==> src/rtl/mic1_mem_ctrl.sv <==
// rtl/mic1_mem_ctrl.sv - MIC-1 memory initiator: word port A (MAR/MDR), byte port B (PC/MBR)
module mic1_mem_ctrl #(
    parameter int unsigned MEMORY_SIZE = 32'h0083
) (
    input  logic        clk,
    input  logic        rst,
    input  logic        cmd_rd,
    input  logic        cmd_wr,
    input  logic        cmd_fetch,
    input  logic [31:0] mar,
    input  logic [31:0] mdr_wdata,
    input  logic [31:0] pc,
    output logic        mem_wen_A,
    output logic        mem_ren_A,
    output logic [31:0] mem_addr_A,
    output logic [31:0] mem_wdata_A,
    output logic        mem_ren_B,
    output logic [31:0] mem_addr_B,
    input  logic [31:0] mem_rdata_A,
    input  logic [7:0]  mem_rdata_B,
    output logic [31:0] mdr_rdata,
    output logic        mdr_valid,
    output logic [31:0] mbr,
    output logic [31:0] mbru,
    output logic        mbr_valid,
    output logic        busy_A,
    output logic        busy_B,
    output logic        err_overlap,
    output logic        err_range
);

    typedef enum logic {IDLE, ACCESS} state_t;

    state_t state_a_q, state_b_q;
    logic   rd_a_q;
    logic   inr_a_q, inr_b_q;
    logic   inr_a_d, inr_b_d;

    assign inr_a_d = (mar < 32'(MEMORY_SIZE));
    assign inr_b_d = (pc < 32'(4 * MEMORY_SIZE));

    assign busy_A = (state_a_q == ACCESS);
    assign busy_B = (state_b_q == ACCESS);

    always_ff @(posedge clk or posedge rst) begin
        if (rst) begin
            state_a_q   <= IDLE;
            state_b_q   <= IDLE;
            rd_a_q      <= 1'b0;
            inr_a_q     <= 1'b0;
            inr_b_q     <= 1'b0;
            mem_wen_A   <= 1'b0;
            mem_ren_A   <= 1'b0;
            mem_addr_A  <= 32'h0;
            mem_wdata_A <= 32'h0;
            mem_ren_B   <= 1'b0;
            mem_addr_B  <= 32'h0;
            mdr_rdata   <= 32'h0;
            mdr_valid   <= 1'b0;
            mbr         <= 32'h0;
            mbru        <= 32'h0;
            mbr_valid   <= 1'b0;
            err_overlap <= 1'b0;
            err_range   <= 1'b0;
        end else begin
            mdr_valid <= 1'b0;
            mbr_valid <= 1'b0;

            case (state_a_q)
                IDLE: begin
                    if (cmd_rd && cmd_wr) begin
                        err_overlap <= 1'b1;
                    end else if (cmd_rd || cmd_wr) begin
                        mem_addr_A  <= mar;
                        mem_wdata_A <= mdr_wdata;
                        mem_ren_A   <= cmd_rd && inr_a_d;
                        mem_wen_A   <= cmd_wr && inr_a_d;
                        rd_a_q      <= cmd_rd;
                        inr_a_q     <= inr_a_d;
                        state_a_q   <= ACCESS;
                        if (!inr_a_d) err_range <= 1'b1;
                    end
                end
                ACCESS: begin
                    if (cmd_rd || cmd_wr) err_overlap <= 1'b1;
                    mem_ren_A <= 1'b0;
                    mem_wen_A <= 1'b0;
                    state_a_q <= IDLE;
                    // Out-of-range reads still complete, returning zero.
                    if (rd_a_q) begin
                        mdr_rdata <= inr_a_q ? mem_rdata_A : 32'h0;
                        mdr_valid <= 1'b1;
                    end
                end
                default: state_a_q <= IDLE;
            endcase

            case (state_b_q)
                IDLE: begin
                    if (cmd_fetch) begin
                        mem_addr_B <= pc;
                        mem_ren_B  <= inr_b_d;
                        inr_b_q    <= inr_b_d;
                        state_b_q  <= ACCESS;
                        if (!inr_b_d) err_range <= 1'b1;
                    end
                end
                ACCESS: begin
                    if (cmd_fetch) err_overlap <= 1'b1;
                    mem_ren_B <= 1'b0;
                    state_b_q <= IDLE;
                    mbr_valid <= 1'b1;
                    if (inr_b_q) begin
                        mbr  <= {{24{mem_rdata_B[7]}}, mem_rdata_B};
                        mbru <= {24'h0, mem_rdata_B};
                    end else begin
                        mbr  <= 32'h0;
                        mbru <= 32'h0;
                    end
                end
                default: state_b_q <= IDLE;
            endcase
        end
    end

endmodule

==> config.mk <==
export PLATFORM = sky130hd
export DESIGN_NAME = mic1_mem_ctrl
export DESIGN_NICKNAME = d
export VERILOG_FILES = /design/src/rtl/mic1_mem_ctrl.sv
export SDC_FILE = /design/constraint.sdc
export NUM_CORES = 1
export LEC_CHECK = 0
export CAP_MARGIN = 25
export CORE_AREA = 3 3 131 133
export CTS_CLUSTER_DIAMETER = 120
export CTS_CLUSTER_SIZE = 40
export DETAILED_ROUTE_END_ITERATION = 7
export DIE_AREA = 0 0 134 136
export GPL_TIMING_DRIVEN = 1
export HOLD_SLACK_MARGIN = 0.05
export PLACE_DENSITY = 0.78
export SYNTH_ARGS = -nofsm -noshare
export SYNTH_HDL_FRONTEND = slang
export SYNTH_SLANG_ARGS = --single-unit
==> constraint.sdc <==
create_clock -name clk -period 6 [get_ports clk]
set_input_delay 0.9 -clock clk [delete_from_list [all_inputs] [get_ports clk]]
set_output_delay 0.9 -clock clk [all_outputs]
set_load 0.01 [all_outputs]
==> flow_summary.json <==
{
  "cts_tree": "built",
  "setup_viol": 0,
  "min-delay-path-class": "reg -> reg",
  "synthArstFlopShare_pct": 100,
  "synthAdderAreaFrac_pct": 0.402,
  "yosys_warnings": 0,
  "ctsHoldBuffers": 0,
  "grt_pass1_vias": 5268,
  "cts_buffers": 17,
  "routed_wl_um": 18600,
  "slowest_stage": "dfrtp_1",
  "synthDistinctLibCells": 30,
  "synth_top_area_cell": "dfrtp_1",
  "crit_path_cell_trace": "clkdlybuf4s50_1",
  "cp.required_ns": 5.10,
  "synth_top_family_by_area": "simple AND/OR/NAND/NOR gates",
  "rsz0062_at_grt": "no",
  "fin_nets": 1119,
  "cp-start-kind": "flip-flop",
  "dpl_worst_slack_ns": 2.99,
  "critPathMaxFanout": 27,
  "cp.arrival_ns": 1.91,
  "start_util_pct": 39.0,
  "slew_headroom_pct": 34.6,
  "syn_inst": 702,
  "io_buffers": 317,
  "vias": 5487,
  "yosysTopAreaCellShare_pct": 59.5,
  "synth-xor-area-share_pct": 0,
  "period_needed_ns": 2.81,
  "yosysMostFrequentCell": "nand2_1",
  "powerDensity_nw_per_um2": 298,
  "core_area_um2": 15900,
  "clock_skew_ns": 0.00800,
  "cts_buffer_depth": 2,
  "synth-edff-count": 0,
  "cts_resized": 0,
  "num_rows": 46,
  "place_area_um2": 9250,
  "setup-tns-final_ns": 0,
  "ant_nets": 0,
  "synth.avg_cell_area_um2": 8.87,
  "drc": 0,
  "timing.max_cap.violations": 0,
  "drive_gt1_share_pct": 4.85,
  "fin_area_um2": 9910,
  "clk_pin_slew_ns": 0.06,
  "clk-insertion-delay-late_ns": 0.42,
  "ir_worst_vdd_mv": 0.191,
  "h-tree-depth": 4,
  "placed_cells": 1172,
  "fp.dieW_um": 134,
  "cts_root_buffer": "clkbuf_16",
  "synth_flop_cell": "dfrtp_1",
  "track_usage_pct": 19.9,
  "synth_area_leaders": "dfrtp_1, nand2_1, buf_4, o21ai_0, clkbuf_1",
  "setup_ws_ns": 3.19,
  "crit_buf_inv": 1,
  "hold_ws_ns": 0.471,
  "syn_area_um2": 6220,
  "fin_crit_sh_pct": 46.8,
  "ios": 342,
  "grt_start_max_net_pins": 108,
  "power.static_leakage_nw": 4.53,
  "die_area_um2": 18200,
  "worst_pin_slew_ns": 0.977,
  "drv_slew": 0,
  "ys_ff_latch": 148,
  "p_total_mw": 2.96,
  "gp_congestion": 0.813,
  "critical_path_class": "reg -> out",
  "synth_common_cells": "nand2_1, dfrtp_1, buf_4, o21ai_0, clkbuf_1",
  "die_h_um": 136,
  "antenna_found_initial": 0,
  "crit_family": "flip-flops",
  "grt_overflow_total": 0,
  "viasPerCell": 4.55,
  "first_pass_iters": 4,
  "post-cts-setup-buffers": 0,
  "synthMuxAreaShare_pct": 0.181,
  "grt_first_pass_wirelength_um": 28300,
  "critPathCaptureType": "output pin",
  "drtIter0Drc": 293,
  "dp_hpwl_um": 13700,
  "final_core_util_pct": 62.2,
  "area_delta_synth_final_pct": 59.2,
  "hold_viol_final": 0,
  "finalNonFillerCells": 1205,
  "slowest_delay_ns": 0.81,
  "synth_compound_area_share_pct": 5.05,
  "seq_area_frac_synth_pct": 59.5,
  "synthSimpleGateAreaFrac_pct": 24.8,
  "numClockSinks": 148,
  "status": "finished, final reports clean",
  "fmax_mhz": 356,
  "avgRoutedWirePerCell_um": 15.5,
  "n_antenna_cell": 0
}
placed cells by master (no fill, tap or decap):
cell type / n
nor2b_1: 1
nor4_1: 9
clkdlybuf4s50_1: 317
clkinvlp_4: 1
a21o_2: 1
nand2_1: 366
clkinv_1: 1
clkinv_4: 4
nor3_2: 1
o211ai_1: 1
nand2b_1: 1
or3_2: 1
nand4_1: 2
inv_8: 1
ha_1: 2
nor2_1: 4
bufinv_16: 4
a211oi_1: 1
inv_6: 3
buf_4: 4
inv_1: 11
nor4_2: 4
a31oi_1: 1
o21ai_0: 43
buf_16: 2
dfrtp_1: 148
a2111oi_4: 1
conb_1: 24
clkbuf_16: 17
a22o_1: 3
nand3_1: 1
nand2_2: 1
clkbuf_1: 1
clkinv_2: 2
and2_1: 1
a21oi_1: 3
mux2_2: 1
layout make-up:
cell class	instances	area, µm²
Fill cell	1310	6030
Timing Repair Buffer	323	3260
Tap cell	216	270
Clock buffer	18	429
Inverter	13	53.8
Multi-Input combinational cell	473	2000
Clock inverter	14	201
Sequential cell	148	3700
state kept, by name (all words and copies together) (netlist names), 8 cells and up:
register / count
mbr: 8
mem_addr_A: 32
mem_wdata_A: 32
mdr_rdata: 32
mem_addr_B: 32
power by group:
group / leakage, nW / internal, mW / total, mW / switching (mW)
Clock: 0.307 / 0.702 / 1.13 / 0.425
Sequential: 1.89 / 1.12 / 1.19 / 0.0700
Combinational: 2.34 / 0.340 / 0.641 / 0.300
Total: 4.53 / 2.16 / 2.96 / 0.795
routing by layer:
layer / vias up / part of all wire, % / track usage, %
met3: 34 / 8.2 / 7.18
met1: 2583 / 40 / 24.0
met2: 215 / 50 / 33.0
met4: 0 / 2.4 / 7.54
met5: - / 0 / 0
li1: 2655 / - / -
logic make-up (layout without fill, tap and decap cells):
family          count (synthesis)  in the layout
buf+inv                       104            368
mux                             1              1
simple gates                  392            392
compound gates                 54             54
flops                         148            148
fa+ha+maj                       2              2
other cells                     1             24
final timing paths:
| path | from | cells after the start | end | slack (ns) |
|---|---|---|---|---|
| worst max register to register | busy_B | 3 | inr_b_q | 3.75 |
| max in group asynchronous | rst | 4 | mdr_rdata[27] | 3.96 |
| worst min-delay path | mem_addr_B[22] | 2 | mem_addr_B[22] | 0.47 |
| min in group asynchronous | rst | 2 | mdr_rdata[4] | 0.76 |
| worst max-delay path | mbr[30] | 1 | mbr[20] | 3.19 |
| worst min register to register | mem_addr_B[22] | 2 | mem_addr_B[22] | 0.47 |
Note: power is estimated with default switching activity, not from simulation.
